<file path="src/rtl/hex_display_pkg.sv">
// Shared types and code constants for the hex display controller.
package hex_display_pkg;

    typedef logic [3:0] bcd_code_t;

    localparam bcd_code_t BCD_UNDERSCORE = 4'hA;
    localparam bcd_code_t BCD_CLEAR      = 4'hF;

    typedef enum logic [1:0] {
        IDLE,
        BLANK,
        SHOW
    } flash_state_t;

endpackage

</file>
<file path="src/rtl/hex_display_ctrl_if.sv">
// Write-request bus for the two arbitrated requesters (A has priority over B).
interface hex_display_ctrl_if;
    import hex_display_pkg::*;

    logic      a_req;
    logic [2:0] a_idx;
    bcd_code_t a_code;
    logic      a_gnt;

    logic      b_req;
    logic [2:0] b_idx;
    bcd_code_t b_code;
    logic      b_gnt;

    modport master (
        output a_req, a_idx, a_code,
        output b_req, b_idx, b_code,
        input  a_gnt, b_gnt
    );

    modport slave (
        input  a_req, a_idx, a_code,
        input  b_req, b_idx, b_code,
        output a_gnt, b_gnt
    );

endinterface

</file>
<file path="src/rtl/hex_tick_gen.sv">
// Free-running 0..BLINK_DIV-1 counter; tick is high for the last count of each period.
module hex_tick_gen #(
    parameter int BLINK_DIV = 25000000
) (
    input  logic clk,
    input  logic rst_n,
    input  logic restart,
    output logic tick
);

    localparam int CNT_W = (BLINK_DIV > 1) ? $clog2(BLINK_DIV) : 1;
    localparam logic [CNT_W-1:0] CNT_MAX = CNT_W'(BLINK_DIV - 1);

    logic [CNT_W-1:0] cnt_q;
    logic [CNT_W-1:0] cnt_d;

    always_comb begin
        if (restart || (cnt_q == CNT_MAX)) begin
            cnt_d = '0;
        end else begin
            cnt_d = cnt_q + CNT_W'(1);
        end
    end

    always_ff @(posedge clk or negedge rst_n) begin
        if (!rst_n) begin
            cnt_q <= '0;
        end else begin
            cnt_q <= cnt_d;
        end
    end

    assign tick = (cnt_q == CNT_MAX);

endmodule

</file>
<file path="src/rtl/hex_display_ctrl.sv">
// Stored digit codes with arbitrated writes, shift entry, cursor blink and flash sequence.
// Build option: HEX_DISPLAY_CTRL_UNDERSCORE_CURSOR_EN selects underscore as the cursor code.
module hex_display_ctrl
    import hex_display_pkg::*;
#(
    parameter int NUM_DIGITS  = 6,
    parameter int BLINK_DIV   = 25000000,
    parameter int FLASH_COUNT = 3
) (
    input  logic                    clk,
    input  logic                    rst_n,
    input  logic                    clr_all,
    input  logic                    shift_valid,
    input  bcd_code_t               shift_code,
    hex_display_ctrl_if.slave       wr,
    input  logic                    cursor_en,
    input  logic [2:0]              cursor_idx,
    input  logic                    flash_start,
    output logic                    flash_busy,
    output logic [NUM_DIGITS*4-1:0] digit_codes
);

`ifdef HEX_DISPLAY_CTRL_UNDERSCORE_CURSOR_EN
    localparam bcd_code_t CURSOR_CODE = BCD_UNDERSCORE;
`else
    localparam bcd_code_t CURSOR_CODE = BCD_CLEAR;
`endif

    localparam int REM_W = $clog2(FLASH_COUNT + 1);

    bcd_code_t    digit_q [NUM_DIGITS];
    bcd_code_t    digit_d [NUM_DIGITS];
    flash_state_t state_q, state_d;
    logic [REM_W-1:0] rem_q, rem_d;
    logic         phase_q, phase_d;
    logic         a_gnt, b_gnt;
    logic         tick;
    logic         flash_accept;
    logic         blank_all;

    assign a_gnt    = wr.a_req & ~clr_all & ~shift_valid;
    assign b_gnt    = wr.b_req & ~a_gnt & ~clr_all & ~shift_valid;
    assign wr.a_gnt = a_gnt;
    assign wr.b_gnt = b_gnt;

    hex_tick_gen #(
        .BLINK_DIV (BLINK_DIV)
    ) u_tick (
        .clk     (clk),
        .rst_n   (rst_n),
        .restart (flash_accept),
        .tick    (tick)
    );

    // Out-of-range indices match no digit, so those writes are dropped.
    always_comb begin
        digit_d = digit_q;
        for (int i = 0; i < NUM_DIGITS; i++) begin
            if (clr_all) begin
                digit_d[i] = BCD_CLEAR;
            end else if (shift_valid) begin
                digit_d[i] = (i == 0) ? shift_code : digit_q[(i > 0) ? i - 1 : 0];
            end else if (a_gnt) begin
                if (wr.a_idx == 3'(i)) digit_d[i] = wr.a_code;
            end else if (b_gnt) begin
                if (wr.b_idx == 3'(i)) digit_d[i] = wr.b_code;
            end
        end
    end

    always_comb begin
        phase_d = 1'b0;
        if (cursor_en) begin
            phase_d = tick ? ~phase_q : phase_q;
        end
    end

    always_ff @(posedge clk or negedge rst_n) begin
        if (!rst_n) begin
            for (int i = 0; i < NUM_DIGITS; i++) begin
                digit_q[i] <= BCD_CLEAR;
            end
            phase_q <= 1'b0;
        end else begin
            digit_q <= digit_d;
            phase_q <= phase_d;
        end
    end

    // Flash FSM: state register.
    always_ff @(posedge clk or negedge rst_n) begin
        if (!rst_n) begin
            state_q <= IDLE;
            rem_q   <= '0;
        end else begin
            state_q <= state_d;
            rem_q   <= rem_d;
        end
    end

    // Flash FSM: next state; each BLANK/SHOW half lasts one tick period.
    always_comb begin
        state_d = state_q;
        rem_d   = rem_q;
        case (state_q)
            IDLE: begin
                if (flash_start) begin
                    state_d = BLANK;
                    rem_d   = REM_W'(FLASH_COUNT);
                end
            end
            BLANK: begin
                if (tick) state_d = SHOW;
            end
            SHOW: begin
                if (tick) begin
                    if (rem_q == REM_W'(1)) begin
                        state_d = IDLE;
                    end else begin
                        rem_d   = rem_q - REM_W'(1);
                        state_d = BLANK;
                    end
                end
            end
            default: state_d = IDLE;
        endcase
    end

    // Flash FSM: outputs.
    always_comb begin
        flash_busy   = (state_q != IDLE);
        blank_all    = (state_q == BLANK);
        flash_accept = (state_q == IDLE) && flash_start;
    end

    for (genvar gi = 0; gi < NUM_DIGITS; gi++) begin : g_out
        logic cursor_on;
        assign cursor_on = phase_q && !flash_busy && (cursor_idx == 3'(gi));
        assign digit_codes[4*gi +: 4] = blank_all ? BCD_CLEAR :
                                        cursor_on ? CURSOR_CODE : digit_q[gi];
    end

endmodule
</file>
<file path="src/flat_wrapper.sv">
// flat-port wrapper written by rule: the top's interface ports become plain ports
module hex_display_ctrl_flat import hex_display_pkg::*;
#(
    parameter int NUM_DIGITS  = 6,
    parameter int BLINK_DIV   = 25000000,
    parameter int FLASH_COUNT = 3
)
  (clk, rst_n, clr_all, shift_valid, shift_code, cursor_en, cursor_idx, flash_start, flash_busy, digit_codes, wr_a_req, wr_a_idx, wr_a_code, wr_b_req, wr_b_idx, wr_b_code, wr_a_gnt, wr_b_gnt);
  hex_display_ctrl_if wr_i ();
  input  logic clk;
  input  logic rst_n;
  input  logic clr_all;
  input  logic shift_valid;
  input  bcd_code_t shift_code;
  input  logic cursor_en;
  input  logic [2:0] cursor_idx;
  input  logic flash_start;
  output logic flash_busy;
  output logic [NUM_DIGITS*4-1:0] digit_codes;
  input wire logic [$bits(wr_i.a_req)-1:0] wr_a_req;
  input wire logic [$bits(wr_i.a_idx)-1:0] wr_a_idx;
  input wire logic [$bits(wr_i.a_code)-1:0] wr_a_code;
  input wire logic [$bits(wr_i.b_req)-1:0] wr_b_req;
  input wire logic [$bits(wr_i.b_idx)-1:0] wr_b_idx;
  input wire logic [$bits(wr_i.b_code)-1:0] wr_b_code;
  output wire logic [$bits(wr_i.a_gnt)-1:0] wr_a_gnt;
  output wire logic [$bits(wr_i.b_gnt)-1:0] wr_b_gnt;
  assign wr_i.a_req = wr_a_req;
  assign wr_i.a_idx = wr_a_idx;
  assign wr_i.a_code = wr_a_code;
  assign wr_i.b_req = wr_b_req;
  assign wr_i.b_idx = wr_b_idx;
  assign wr_i.b_code = wr_b_code;
  assign wr_a_gnt = wr_i.a_gnt;
  assign wr_b_gnt = wr_i.b_gnt;
  hex_display_ctrl #(.NUM_DIGITS(NUM_DIGITS), .BLINK_DIV(BLINK_DIV), .FLASH_COUNT(FLASH_COUNT)) u_core (.clk(clk), .rst_n(rst_n), .clr_all(clr_all), .shift_valid(shift_valid), .shift_code(shift_code), .wr(wr_i), .cursor_en(cursor_en), .cursor_idx(cursor_idx), .flash_start(flash_start), .flash_busy(flash_busy), .digit_codes(digit_codes));
endmodule
</file>
<file path="config.mk">
export PLATFORM = sky130hd
export DESIGN_NAME = hex_display_ctrl_flat
export DESIGN_NICKNAME = d
export VERILOG_FILES = /design/src/rtl/hex_display_pkg.sv /design/src/rtl/hex_display_ctrl_if.sv /design/src/rtl/hex_tick_gen.sv /design/src/rtl/hex_display_ctrl.sv /design/src/flat_wrapper.sv
export SDC_FILE = /design/constraint.sdc
export NUM_CORES = 1
export LEC_CHECK = 0
export ABC_AREA = 1
export CAP_MARGIN = 20
export CORE_ASPECT_RATIO = 1.1
export CORE_MARGIN = 2
export CORE_UTILIZATION = 54
export DETAILED_ROUTE_END_ITERATION = 8
export GPL_TIMING_DRIVEN = 0
export PLACE_DENSITY = 0.77
export SYNTH_ARGS = -nofsm -noshare
export SYNTH_HDL_FRONTEND = slang
export SYNTH_SLANG_ARGS = --single-unit
</file>
<file path="constraint.sdc">
create_clock -name clk -period 2.05 [get_ports clk]
set_input_delay 0.3075 -clock clk [delete_from_list [all_inputs] [get_ports clk]]
set_output_delay 0.3075 -clock clk [all_outputs]
set_load 0.05 [all_outputs]
</file>
### Yosys cells after proc, flatten, opt, wreduce, memory -nomap -nowiden

Index checks and enable logic that the tools add are counted.

| cells by class | value |
|---|---|
| add/sub/neg operators | 2 |
| equality and inequality tests | 30 |
| reduce and logical (&&, ||, !) cells | 31 |
| bitwise logic cells | 9 |
| muxes and demuxes | 60 |

Operators with widths:

| kind | number |
|---|---|
| 4-bit 2-to-1 mux | 48 |
| 4-bit nonzero test | 7 |
| 25-bit by 1-bit adder with 25-bit output (second input constant) | 1 |
| 25-bit == test (second input constant) | 1 |
| 25-bit 2-to-1 mux | 1 |
| 4-bit != test (second input constant) | 6 |
| 3-bit AND reduction | 7 |
| 3-bit by 2-bit == test with 1-bit output (second input constant) | 6 |
| 3-bit == test (second input constant) | 6 |
| 2-bit 2-to-1 mux | 6 |
| 3-bit by 1-bit == test with 1-bit output (second input constant) | 3 |
| 3-bit logical NOT | 3 |
| 1-bit logical AND | 8 |
| 2-bit by 1-bit != test with 1-bit output (second input constant) | 3 |
| 2-bit one-hot mux with 3 select lines | 1 |
| 1-bit AND | 5 |
| 2-bit by 1-bit == test with 1-bit output (second input constant) | 2 |
| 2-bit != test (second input constant) | 2 |
| 1-bit inverter | 4 |
| 2-bit one-hot mux with 2 select lines | 1 |
| 4-bit AND reduction | 1 |
| 2-bit nonzero test | 2 |
| 1-bit 2-to-1 mux | 3 |
| 2-bit == test (second input constant) | 1 |
| 4 further kinds | 4 |

| word-level totals | value |
|---|---|
| flip-flop bits (word level) | 54 |
| logic and storage cells | 142 |
| input bits | 29 |
| output and inout port bits | 27 |

### Depth between registers and ports, before layout

Gate-level depths: netlist (run 1).

| logic depth | value |
|---|---|
| word-level depth | 11 |
| gate-level depth with buffers | 10 |

### By module

From an unflattened synthesis (run 1), not the netlist that was laid out.

| second synthesis, totals | value |
|---|---|
| cell total of the unflattened synthesis | 492 |
| area total of the unflattened synthesis | 3,460.8 sq um |

By module, submodules not included:

| module | area an instance (sq um) | instances | cells each |
|---|---|---|---|
| hex_display_ctrl | 1,976.9 | 1 | 275 |
| hex_tick_gen | 1,483.9 | 1 | 217 |

### Worst setup path after synthesis (run 1)

Ideal clock, no wire load.

| timing | value |
|---|---|
| path kind | reg-to-output |
| start | register u_core.state_q[1] |
| end | output digit_codes[11] |
| stages on the path, launching flop included | 5 |
| data arrival time | 1.392 ns |
| path slack | 0.351 ns |
| path through | dfrtp_1 > nor2_1 > clkbuf_1 > nor2_1 > nand2_1 |

| between the ends | value |
|---|---|
| word-level cells in the longest chain between the ends | 6 |
| elaborated cells between the ends (all ways) | 7 |
| classes of those cells | 1 x eq/ne; 2 x mux; 4 x reduce/logical |

Ends and longest elaborated chain:

| what | RTL line | RTL |
|---|---|---|
| from (decl) | hex_display_ctrl.sv:33 | `flash_state_t state_q, state_d;` |
| from (signal assigned) | hex_display_ctrl.sv:96 | `state_q <= state_d;` |
| 2-bit nonzero test | hex_display_ctrl.sv:131 | `flash_busy = (state_q != IDLE);` |
| 1-bit logical NOT | hex_display_ctrl.sv:138 | `assign cursor_on = phase_q && !flash_busy && (cursor_idx == 3'(gi));` |
| 1-bit logical AND (2 in a row) | hex_display_ctrl.sv:138 |  |
| 4-bit 2-to-1 mux | hex_display_ctrl.sv:140 | `cursor_on ? CURSOR_CODE : digit_q[gi];` |
| 4-bit 2-to-1 mux * | hex_display_ctrl.sv:139 | `assign digit_codes[4*gi +: 4] = blank_all ? BCD_CLEAR :` |
| to (decl) | flat_wrapper.sv:19 | `output logic [NUM_DIGITS*4-1:0] digit_codes;` |

Mark *: on every way between the ends. The rest lies on a longest branch, timed or not.

### Worst setup path in the final report (run 1)

| timing | value |
|---|---|
| start | register u_core.state_q[1] |
| end | output flash_busy |

| between the ends | value |
|---|---|
| word-level cells in the longest chain between the ends | 1 |

Ends and longest elaborated chain:

| what | RTL line | RTL |
|---|---|---|
| 2-bit nonzero test | hex_display_ctrl.sv:131 |  |
| to (decl) | flat_wrapper.sv:18 | `output logic flash_busy;` |

No other way between the ends.

==> qor.tcl, run 1 <==
set qor(synth.cell_area_mm2) 0.003361
set qor(design.die.area_mm2) 0.006872
set qor(postLayoutCellArea_mm2) 0.004098
set qor(route.vias.total) 3312
set qor(cts-buffers-inserted) 5
set qor(cts_max_level) 2
set qor(detailedRoute.firstPassIterationCount) 5
set qor(synth_edf_count) 0
set qor(antenna_cells) 0
set qor(worst_hold_path_type) {input port to async pin}
set qor(layout.nets) 583
set qor(muxShareOfSynthArea_pct) 0
set qor(grt_start_max_net_pins) 38
set qor(port_buffers) 54
set qor(pwr_density_cell_mw_per_mm2) 512.6
set qor(initial_util_pct) 55.27
set qor(routedWlPerCell_um) 13.38
set qor(timing.critical_path.fanout_max) 3
set qor(post-dp-hpwl_um) 6759
set qor(p_total_mw) 2.100
set qor(setup_viol) 0
set qor(yosys.cell_count.top_type) {sky130_fd_sc_hd__nand2_1}
set qor(synthesis.nets) 520
set qor(avgSynthCellArea_um2) 6.873
set qor(cp.arrival_ps) 1660
set qor(endpoint_kind) {output pin}
set qor(synth_xor_area_share_pct) 1.042
set qor(reg2reg_setup_slack_ps) 280
set qor(setup-tns-final_ps) 0
set qor(grt_remaining_overflow) 0
set qor(netlist_top_cells_area) {sky130_fd_sc_hd__dfrtp_1 22%, sky130_fd_sc_hd__dfstp_2 19%, sky130_fd_sc_hd__nand2_1 15%, sky130_fd_sc_hd__nor2_1 11%, sky130_fd_sc_hd__a21oi_1 9.8%}
set qor(synth-seq-cells) 54
set qor(clock-root-buffer) {sky130_fd_sc_hd__clkbuf_8}
set qor(reg2regPathDepth) 9
set qor(synth_largest_area_cell) {sky130_fd_sc_hd__dfrtp_1}
set qor(maxSlewViolCount) 0
set qor(chipHeight_um) 86.74
set qor(max-cap-violations) 0
set qor(cp_cell_sequence) {nor2_2 -> inv_1 -> clkdlybuf4s50_1}
set qor(yosys.area_share.simple_pct) 36.93
set qor(detail_route.iter0.violations) 178
set qor(unrepaired_setup_endpoints_after_global_routing) {yes}
set qor(synth-compound-area-share_pct) 13.74
set qor(fillerInstances) 559
set qor(rr_startpoint) {u_core.u_tick.cnt_q[0]$_DFF_PN0_}
set qor(antenna_found_initial) 0
set qor(number_of_distinct_library_cells_after_synthesis) 28
set qor(synth_seq_area_share_pct) 41.10
set qor(yosysTopAreaCellShare_pct) 22.34
set qor(tritoncts) {built}
set qor(drc_errors) 0
set qor(core_region_area_mm2) 0.006081
set qor(critPathLaunchType) {flip-flop}
set qor(synthesis.yosys.warnings) 0
set qor(min_period_over_period_pct) 96.03
set qor(postCtsSetupRepairBufs) 0
set qor(status) {finished clean}
set qor(setup_slack_at_placement_ps) -555.6
set qor(synth_common_cells) {134 x sky130_fd_sc_hd__nand2_1, 95 x sky130_fd_sc_hd__nor2_1, 66 x sky130_fd_sc_hd__a21oi_1, 43 x sky130_fd_sc_hd__inv_1, 30 x sky130_fd_sc_hd__dfrtp_1}
set qor(worst_skew_pair.late_latency_ps) 320
set qor(gp_congestion) 0.9414
set qor(timing.critical_path.slowest_cell_delay_ps) 790
set qor(areaGrowthSynthToFinish_pct) 21.93
set qor(slew_headroom_pct) 67.25
set qor(synth-main-ff-cell) {sky130_fd_sc_hd__dfrtp_1}
set qor(final_min_period_ps) 1969
set qor(layout.core_utilization_pct) 67.39
set qor(globalRouteTotalUtil_pct) 26.94
set qor(post-route-worst-setup-slack_ps) 81.47
set qor(vdd_drop_max_uv) 511.8
set qor(vias_in_the_first_global_route) 3228
set qor(slowest_stage) {sky130_fd_sc_hd__clkdlybuf4s50_1}
set qor(grt_first_pass_wirelength_um) 14550
set qor(detail-route-antenna-nets) 0
set qor(cts.reportedPaths.clkPinSlew_ps) 120
set qor(synth_top_family_by_area) {simple AND/OR/NAND/NOR gates}
set qor(asyncSetResetFlopFracSynth_pct) 100.0
set qor(fp.dieW_um) 79.22
set qor(worstPathRequired_ps) 1740
set qor(r2r_end) {u_core.u_tick.cnt_q[19]$_DFF_PN0_}
set qor(cts.sinks) 54
set qor(timing_hold_violations_final) 0
set qor(critical_path_class) {flip-flop to output pin}
set qor(layout-drive-gt1-share_pct) 19.35
set qor(via_per_inst) 5.232
set qor(row_count) 30
set qor(postPlaceCellArea_mm2) 0.004016
set qor(design.portCount) 56
set qor(cells_after_synth) 489
set qor(post_synth_fa_ha_maj_area_fraction_pct) 0.7446
set qor(peak_clock_frequency_supported_by_timing_mhz) 508.0
set qor(detail_route.wirelength_um) 8467
set qor(worst-slew-pin-transition_ps) 489.7
set qor(power_leakage_nw) 1.747
set qor(finClkSkew_ps) 19.50
set qor(ctsLongestPathBuffers) 2
registers in the layout, indices dropped and copies added (netlist names):
signal               flops
u_core.u_tick.cnt_q     25
u_core.digit_q          24
u_core.rem_q             2
u_core.state_q           2
u_core.phase_q           1
cell type report:
type | instances | area (µm²) | area share, %
multi-input cells | 382 | 1795 | 43.82
flip-flops and latches | 54 | 1381 | 33.71
repair buffers | 56 | 504.2 | 12.31
inverters | 46 | 175.2 | 4.275
well taps | 80 | 100.1 | 2.443
clock buffers | 5 | 68.82 | 1.679
plain buffers | 7 | 43.79 | 1.069
clock inverters | 3 | 28.78 | 0.7023
through the flow:
stage,hold WS [ps],std cells
after floorplan,11.91,489
after global placement,456.4,623
after detailed placement,264.4,624
after CTS,457.3,633
after global routing,488.0,633
final,457.1,633
cell families after synthesis:
logic type      after synthesis
xor+xnor                      4
fa+ha+maj                     2
buf+inv                      53
compound gates               83
simple gates                293
flops                        54
repair_timing:
action | in CTS | in global routing
setup endpoints to repair | 26 | 25
hold endpoints to repair | 17 | 0
pin swaps | 0 | 0
hold buffers | 1 | 0
gates resized for setup | 133 | 33
critical path, delay by kind of cell, from the launching register on:
family	cells	cell delay [ps]
buf+inv	2	840
simple gates	1	70
flops	1	440
report_power, final:
group,leakage [nW],internal [mW],switching (mW)
combinational,1.04,0.110,0.162
sequential,0.653,1.16,0.0435
clock,0.0502,0.254,0.371
how the worst max path moves through the flow:
stage	startpoint	to	slack [ps]	cells past startpoint
2_1_floorplan	u_core.state_q[1]$_DFFE_PN0P_	digit_codes[11]	350	4
6_report	u_core.state_q[1]$_DFFE_PN0P_	flash_busy	80	3
3_3_place_gp	rst_n	u_core.phase_q$_DFFE_PN0P_	-880	1
5_1_grt	u_core.state_q[1]$_DFFE_PN0P_	digit_codes[16]	-40	6
3_5_place_dp	u_core.state_q[0]$_DFFE_PN0P_	digit_codes[8]	-560	6
4_1_cts	u_core.state_q[1]$_DFFE_PN0P_	digit_codes[14]	-30	6
cell usage in the layout, fill, tap and decap left out, types with 3 or more instances in the layout:
| master | instances |
|---|---|
| sky130_fd_sc_hd__buf_4 | 16 |
| sky130_fd_sc_hd__buf_2 | 3 |
| sky130_fd_sc_hd__nand2_2 | 10 |
| sky130_fd_sc_hd__clkbuf_1 | 3 |
| sky130_fd_sc_hd__dfstp_2 | 24 |
| sky130_fd_sc_hd__dfrtp_1 | 30 |
| sky130_fd_sc_hd__nor2_1 | 92 |
| sky130_fd_sc_hd__inv_1 | 43 |
| sky130_fd_sc_hd__nand2_1 | 132 |
| sky130_fd_sc_hd__nand3_1 | 26 |
| sky130_fd_sc_hd__clkbuf_4 | 7 |
| sky130_fd_sc_hd__clkbuf_8 | 5 |
| sky130_fd_sc_hd__nor2_2 | 9 |
| sky130_fd_sc_hd__o21ai_2 | 10 |
| sky130_fd_sc_hd__nor2_4 | 4 |
| sky130_fd_sc_hd__nor3_1 | 11 |
| sky130_fd_sc_hd__xnor2_1 | 3 |
| sky130_fd_sc_hd__clkdlybuf4s50_1 | 26 |
| sky130_fd_sc_hd__a21oi_1 | 66 |
| sky130_fd_sc_hd__nand2_4 | 3 |
layer usage:
metal | global-route usage [%] | routed length [µm]
met1 | 31.43 | 3444
met2 | 49.61 | 4469
met3 | 3.854 | 351
met4 | 10.66 | 201
met5 | 0 | 0
(Power assumes the default switching activity.)
==> run 2: changes to the inputs <==
DONT_BUFFER_PORTS = 1   (was not set)
PLACE_DENSITY = 0.65   (was 0.77)
SLEW_MARGIN = 15   (was not set)
==> run 2 against run 1 <==
Wire length is 0.76% higher. Sequential cell count stayed put. Clock skew is 9.1 ps lower. Largest power group unchanged.
==> qor.tcl, run 2 (same netlist as run 1, synthesis figures left out) <==
set qor(finClkSkew_ps) 10.44 ;# was 19.50 ps
set qor(post-route-worst-setup-slack_ps) 84.45 ;# was 81.47 ps
set qor(layout_commonest_cell) {sky130_fd_sc_hd__nand2_1} ;# unchanged
set qor(r2r_end) {u_core.u_tick.cnt_q[14]$_DFF_PN0_} ;# was u_core.u_tick.cnt_q[19]$_DFF_PN0_
set qor(cts.reportedPaths.clkPinSlew_ps) 100 ;# was 120 ps
set qor(detailedRoute.firstPassIterationCount) 4 ;# was 5
set qor(max_flop_register) {u_core.u_tick.cnt_q} ;# unchanged
set qor(initial_util_pct) 55.27 ;# unchanged
set qor(p_total_mw) 2.072 ;# was 2.100 mW
set qor(cts.sinks) 54 ;# unchanged
set qor(worstPathRequired_ps) 1740 ;# about the same
set qor(chipHeight_um) 86.74 ;# unchanged
set qor(timing_hold_violations_final) 0 ;# unchanged
set qor(endpoint_kind) {output pin} ;# unchanged
set qor(ctsLongestPathBuffers) 2 ;# unchanged
set qor(slew_headroom_pct) 40.99 ;# was 67.25%
set qor(peak_clock_frequency_supported_by_timing_mhz) 508.8 ;# was 508.0 MHz
set qor(worst_skew_pair.late_latency_ps) 310 ;# was 320 ps
set qor(row_count) 30 ;# unchanged
set qor(core_region_area_mm2) 0.006081 ;# unchanged
set qor(status) {finished clean} ;# unchanged
set qor(rr_startpoint) {u_core.u_tick.cnt_q[0]$_DFF_PN0_} ;# unchanged
set qor(cts-buffers-inserted) 5 ;# unchanged
set qor(setup_viol) 0 ;# unchanged
set qor(timing.hold.ws_ps) 95.88 ;# was 457.1 ps
set qor(cp.arrival_ps) 1660 ;# about the same
set qor(reg2regPathDepth) 9 ;# unchanged
set qor(pwr_density_cell_mw_per_mm2) 539.8 ;# was 512.6 mW/mm²
set qor(gp_congestion) 0.8772 ;# was 0.9414
set qor(max-cap-violations) 0 ;# unchanged
set qor(vias_in_the_first_global_route) 2959 ;# was 3228
set qor(post_layout_nonfiller_instances) 580 ;# was 633
set qor(postLayoutCellArea_mm2) 0.003839 ;# was 0.004098 mm²
set qor(min_period_over_period_pct) 95.88 ;# was 96.03%
set qor(layout_top_registers) {u_core.u_tick.cnt_q x25, u_core.digit_q x24} ;# unchanged
set qor(grt_first_pass_wirelength_um) 13830 ;# was 14550 µm
set qor(cts_max_level) 2 ;# unchanged
set qor(grt_start_max_net_pins) 55 ;# was 38
set qor(post-dp-hpwl_um) 6362 ;# was 6759 µm
set qor(setup_slack_at_placement_ps) -95.04 ;# was -555.6 ps
set qor(postPlaceCellArea_mm2) 0.003461 ;# was 0.004016 mm²
set qor(place_inst) 569 ;# was 624
set qor(unrepaired_setup_endpoints_after_global_routing) {yes} ;# unchanged
set qor(max_ffs_per_register) 25 ;# unchanged
set qor(worst_hold_path_type) {input port to flip-flop} ;# was input port to async pin
set qor(final_cell_mix) {108 x sky130_fd_sc_hd__nand2_1, 92 x sky130_fd_sc_hd__nor2_1, 66 x sky130_fd_sc_hd__a21oi_1} ;# was 132 x sky130_fd_sc_hd__nand2_1, 92 x sky130_fd_sc_hd__nor2_1, 66 x sky130_fd_sc_hd__a21oi_1
set qor(hp-start) {cursor_en}
set qor(route.vias.total) 3135 ;# was 3312
set qor(clock-root-buffer) {sky130_fd_sc_hd__clkbuf_8} ;# unchanged
set qor(grt_remaining_overflow) 0 ;# unchanged
set qor(antenna_cells) 0 ;# unchanged
set qor(antenna_found_initial) 0 ;# unchanged
set qor(routedWlPerCell_um) 14.71 ;# was 13.38 µm
set qor(final_min_period_ps) 1966 ;# was 1969 ps
set qor(worst-slew-pin-transition_ps) 881.9 ;# was 489.7 ps
set qor(fillerInstances) 567 ;# was 559
set qor(timing.critical_path.fanout_max) 4 ;# was 3
set qor(port_buffers) 0 ;# was 54
set qor(drc_errors) 0 ;# unchanged
set qor(maxSlewViolCount) 0 ;# unchanged
set qor(fp.dieW_um) 79.22 ;# unchanged
set qor(critical_path_class) {flip-flop to output pin} ;# unchanged
set qor(critPathLaunchType) {flip-flop} ;# unchanged
set qor(worstHoldEndpoint) {u_core.phase_q$_DFFE_PN0P_}
set qor(detail_route.iter0.violations) 136 ;# was 178
set qor(detail_route.wirelength_um) 8531 ;# was 8467 µm
set qor(via_per_inst) 5.405 ;# was 5.232
set qor(design.portCount) 56 ;# unchanged
set qor(worstHoldPathCells) 2
set qor(design.die.area_mm2) 0.006872 ;# unchanged
set qor(detail-route-antenna-nets) 0 ;# unchanged
set qor(reg2reg_setup_slack_ps) 260 ;# was 280 ps
set qor(layout.nets) 530 ;# was 583
set qor(setup-tns-final_ps) 0 ;# unchanged
set qor(areaGrowthSynthToFinish_pct) 14.22 ;# was 21.93%
set qor(vdd_drop_max_uv) 335.1 ;# was 511.8 µV
set qor(power_leakage_nw) 1.596 ;# was 1.747 nW
set qor(globalRouteTotalUtil_pct) 25.94 ;# was 26.94%
set qor(layout-drive-gt1-share_pct) 21.00 ;# was 19.35%
set qor(tritoncts) {built} ;# unchanged
set qor(layout.core_utilization_pct) 63.13 ;# was 67.39%
run 2: worst max-delay path, cell delays in order (launching register included):
cell	delay [ps]
sky130_fd_sc_hd__dfrtp_1	450
sky130_fd_sc_hd__nor2_4	130
sky130_fd_sc_hd__nand2_1	120
sky130_fd_sc_hd__nor2_4	230
sky130_fd_sc_hd__nand3_4	220
sky130_fd_sc_hd__nand2_4	220
run 2: layout make-up:
class | instances | area [µm²] | area share (%)
Clock inverter | 2 | 15.01 | 0.3911
Clock buffer | 6 | 82.58 | 2.151
Timing Repair Buffer | 3 | 57.56 | 1.499
Multi-Input combinational cell | 382 | 1983 | 51.66
Inverter | 46 | 175.2 | 4.563
Buffer | 7 | 43.79 | 1.141
Tap cell | 80 | 100.1 | 2.608
Sequential cell | 54 | 1381 | 35.98
run 2: how the worst max path moves through the flow:
stage               slack, ps                          start               to
finish                     80  u_core.state_q[1]$_DFFE_PN0P_   digit_codes[8]
global route              -20  u_core.state_q[1]$_DFFE_PN0P_   digit_codes[8]
CTS                      -110  u_core.state_q[1]$_DFFE_PN0P_   digit_codes[2]
detailed placement       -100  u_core.state_q[1]$_DFFE_PN0P_   digit_codes[4]
global placement         -100  u_core.state_q[1]$_DFFE_PN0P_   digit_codes[8]
floorplan                 350  u_core.state_q[1]$_DFFE_PN0P_  digit_codes[11]
run 2: layer usage:
metal | global-route usage, % | up-vias | part of all wire (%)
met5 | 0 | - | 0
met1 | 30.11 | 1468 | 40
li1 | - | 1584 | -
met4 | 9.248 | 0 | 2.1
met2 | 48.54 | 71 | 54
met3 | 3.542 | 12 | 3.8
run 2: timing repair:
| item | in CTS | in global routing |
|---|---|---|
| hold endpoints to repair | 54 | 0 |
| setup buffers | 0 | 1 |
| hold buffers | 2 | 0 |
| resized for setup | 24 | 34 |
| pin swaps | 0 | 3 |
| endpoints found under the setup margin | 22 | 24 |
run 2: power by group:
| group | internal [mW] | switching, mW | total [mW] | leakage [nW] |
|---|---|---|---|---|
| logic | 0.0675 | 0.146 | 0.213 | 0.891 |
| registers | 1.16 | 0.0443 | 1.20 | 0.653 |
| clock network | 0.280 | 0.374 | 0.655 | 0.0521 |
==> run 3: changes to the inputs <==
CORE_UTILIZATION = 50   (was 54)
PLACE_DENSITY = 0.61   (was 0.65)
==> run 3 against run 2 <==
Maximum frequency down 0.29%. Final area fell by 0.16%. Highest routed layer unchanged. Worst setup slack worse by 5.7 ps. Largest power group unchanged. Wire length shrank 0.50%. Clock power is 4.1% lower. First-iteration DRC count grew 7.4%. Utilization down 4.7 points. Worst hold slack improved by 5.3 ps. Cell count increased by 0.17%.
==> qor.tcl, run 3 (same netlist as run 1, synthesis figures left out) <==
set qor(status) {finished clean} ;# unchanged
set qor(tritoncts) {built} ;# unchanged
set qor(ctsLongestPathBuffers) 2 ;# unchanged
set qor(design.portCount) 56 ;# unchanged
set qor(core_region_area_mm2) 0.006555 ;# was 0.006081 mm²
set qor(areaGrowthSynthToFinish_pct) 14.04 ;# was 14.22%
set qor(chipHeight_um) 89.99 ;# was 86.74 µm
set qor(finClkSkew_ps) 17.73 ;# was 10.44 ps
set qor(postCtsSetupRepairBufs) 0 ;# unchanged
set qor(post_layout_nonfiller_instances) 581 ;# was 580
set qor(layout_top_registers) {u_core.u_tick.cnt_q x25, u_core.digit_q x24} ;# unchanged
set qor(max_ffs_per_register) 25 ;# unchanged
set qor(routedWlPerCell_um) 14.61 ;# was 14.71 µm
set qor(gp_congestion) 0.8988 ;# was 0.8772
set qor(design.die.area_mm2) 0.007394 ;# was 0.006872 mm²
set qor(row_count) 31 ;# was 30
set qor(vdd_drop_max_uv) 333.1 ;# was 335.1 µV
set qor(register_area_mm2) 0.001381 ;# unchanged
set qor(min_period_over_period_pct) 96.16 ;# was 95.88%
set qor(worst-slew-pin-transition_ps) 874.1 ;# was 881.9 ps
set qor(worst_skew_pair.late_latency_ps) 320 ;# was 310 ps
set qor(cts.reportedPaths.clkPinSlew_ps) 110 ;# was 100 ps
set qor(layout-drive-gt1-share_pct) 21.24 ;# was 21.00%
set qor(cp.arrival_ps) 1660 ;# about the same
set qor(antenna_cells) 0 ;# unchanged
set qor(detail_route.iter0.violations) 146 ;# was 136
set qor(cts-buffers-inserted) 5 ;# unchanged
set qor(cp_cell_sequence) {nor2_2 -> nand2_1 -> nor2_4 -> nand2_2 -> nand2_4} ;# was nor2_4 -> nand2_1 -> nor2_4 -> nand3_4 -> nand2_4
set qor(critical_path_class) {flip-flop to output pin} ;# unchanged
set qor(grt_first_pass_wirelength_um) 13970 ;# was 13830 µm
set qor(layout.core_utilization_pct) 58.47 ;# was 63.13%
set qor(critPathLaunchType) {flip-flop} ;# unchanged
set qor(final_min_period_ps) 1971 ;# was 1966 ps
set qor(power_leakage_nw) 1.560 ;# was 1.596 nW
set qor(pwr_density_cell_mw_per_mm2) 532.7 ;# was 539.8 mW/mm²
set qor(globalRouteTotalUtil_pct) 24.31 ;# was 25.94%
set qor(slowest_stage) {sky130_fd_sc_hd__dfrtp_1} ;# unchanged
set qor(detail_route.wirelength_um) 8488 ;# was 8531 µm
set qor(setup_viol) 0 ;# unchanged
set qor(cp_top_family) {simple AND/OR/NAND/NOR gates} ;# unchanged
set qor(timing_hold_violations_final) 0 ;# unchanged
set qor(worstPathRequired_ps) 1740 ;# about the same
set qor(route.vias.total) 3146 ;# was 3135
set qor(endpoint_kind) {output pin} ;# unchanged
set qor(via_per_inst) 5.415 ;# was 5.405
set qor(drc_errors) 0 ;# unchanged
set qor(antenna_found_initial) 0 ;# unchanged
set qor(cts.sinks) 54 ;# unchanged
set qor(max_flop_register) {u_core.u_tick.cnt_q} ;# unchanged
set qor(maxSlewViolCount) 0 ;# unchanged
set qor(initial_util_pct) 51.27 ;# was 55.27%
set qor(timing.hold.ws_ps) 101.2 ;# was 95.88 ps
set qor(max-cap-violations) 0 ;# unchanged
set qor(final_cell_mix) {108 x sky130_fd_sc_hd__nand2_1, 92 x sky130_fd_sc_hd__nor2_1, 66 x sky130_fd_sc_hd__a21oi_1} ;# unchanged
set qor(multi_input_area_mm2) 0.002001 ;# was 0.001983 mm²
set qor(grt_start_max_net_pins) 55 ;# unchanged
set qor(slew_headroom_pct) 41.51 ;# was 40.99%
set qor(clock-root-buffer) {sky130_fd_sc_hd__clkbuf_8} ;# unchanged
set qor(worst_hold_path_type) {input port to flip-flop} ;# unchanged
set qor(setup-tns-final_ps) 0 ;# unchanged
set qor(port_buffers) 0 ;# unchanged
set qor(fp.dieW_um) 82.17 ;# was 79.22 µm
set qor(post-dp-hpwl_um) 6363 ;# was 6362 µm
set qor(timing.critical_path.fanout_max) 4 ;# unchanged
set qor(layout.nets) 529 ;# was 530
set qor(detail-route-antenna-nets) 0 ;# unchanged
set qor(layout_commonest_cell) {sky130_fd_sc_hd__nand2_1} ;# unchanged
set qor(timing.critical_path.slowest_cell_delay_ps) 440 ;# was 450 ps
set qor(grt_remaining_overflow) 0 ;# unchanged
set qor(peak_clock_frequency_supported_by_timing_mhz) 507.3 ;# was 508.8 MHz
set qor(vias_in_the_first_global_route) 3076 ;# was 2959
set qor(place_inst) 571 ;# was 569
set qor(timing.critical_path.buf_inv) 0 ;# unchanged
set qor(cts_max_level) 2 ;# unchanged
set qor(detailedRoute.firstPassIterationCount) 5 ;# was 4
set qor(fillerInstances) 664 ;# was 567
==> run 3: cell count changes in the layout (fill, tap and decap cells not counted) <==
cell,previous run,this run
sky130_fd_sc_hd__nor2_2,8,9
sky130_fd_sc_hd__nand2_4,19,27
sky130_fd_sc_hd__clkinvlp_4,0,1
sky130_fd_sc_hd__buf_12,1,0
sky130_fd_sc_hd__nand3_1,26,24
sky130_fd_sc_hd__nand3_2,0,2
sky130_fd_sc_hd__nand2_8,2,0
sky130_fd_sc_hd__nand2_2,16,10
sky130_fd_sc_hd__clkbuf_8,6,5
sky130_fd_sc_hd__nor2_4,5,4
==> run 3: worst paths after layout <==
path,endpoint,start,slack (ps),cells past startpoint
max,digit_codes[1],u_core.state_q[1]$_DFFE_PN0P_,80,5
min in group asynchronous,u_core.u_tick.cnt_q[6]$_DFF_PN0_,rst_n,520,2
min reg2reg,u_core.rem_q[1]$_DFFE_PN0P_,u_core.rem_q[1]$_DFFE_PN0P_,480,2
min,u_core.phase_q$_DFFE_PN0P_,cursor_en,100,2
max reg2reg,u_core.u_tick.cnt_q[15]$_DFF_PN0_,u_core.u_tick.cnt_q[0]$_DFF_PN0_,280,9
max in group asynchronous,u_core.digit_q[17]$_DFFE_PN1P_,rst_n,1240,2
==> run 3: layer usage <==
layer	global-route usage, %	part of all wire [%]
met1	28.18	40
met2	44.17	53
met3	3.715	4.8
met4	8.333	2.2
met5	0	0
==> run 3: cell type report <==
type / instances / share of cell area, %
Buffer: 7 / 1.143
Clock buffer: 5 / 1.796
Clock inverter: 3 / 0.5877
Inverter: 46 / 4.571
Multi-Input combinational cell: 382 / 52.20
Sequential cell: 54 / 36.04
Tap cell: 82 / 2.677
Timing Repair Buffer: 2 / 0.9794
==> run 3: through the flow <==
step / power, mW / cell area [µm²] / worst slack (ps)
finish: 2.042 / 3832 / 78.76
global route: 2.144 / 3832 / -29.88
CTS: 2.075 / 3650 / -115.1
detailed placement: 1.400 / 3463 / -86.64
global placement: 1.398 / 3463 / -63.01
floorplan: 1.353 / 3361 / 350.5
==> run 3: report_power, final <==
part	internal (mW)	leakage, nW	total, mW	switching (mW)
clock	0.246	0.0451	0.628	0.381
combinational	0.0674	0.862	0.211	0.143
sequential	1.16	0.653	1.20	0.0433
total	1.47	1.56	2.04	0.568
==> run 3: timing repair <==
action,4_1_cts,5_1_grt
resized for setup,22,41
endpoints found under the hold margin,54,0
hold buffers,2,0
endpoints found under the setup margin,24,24
gates cloned,0,0
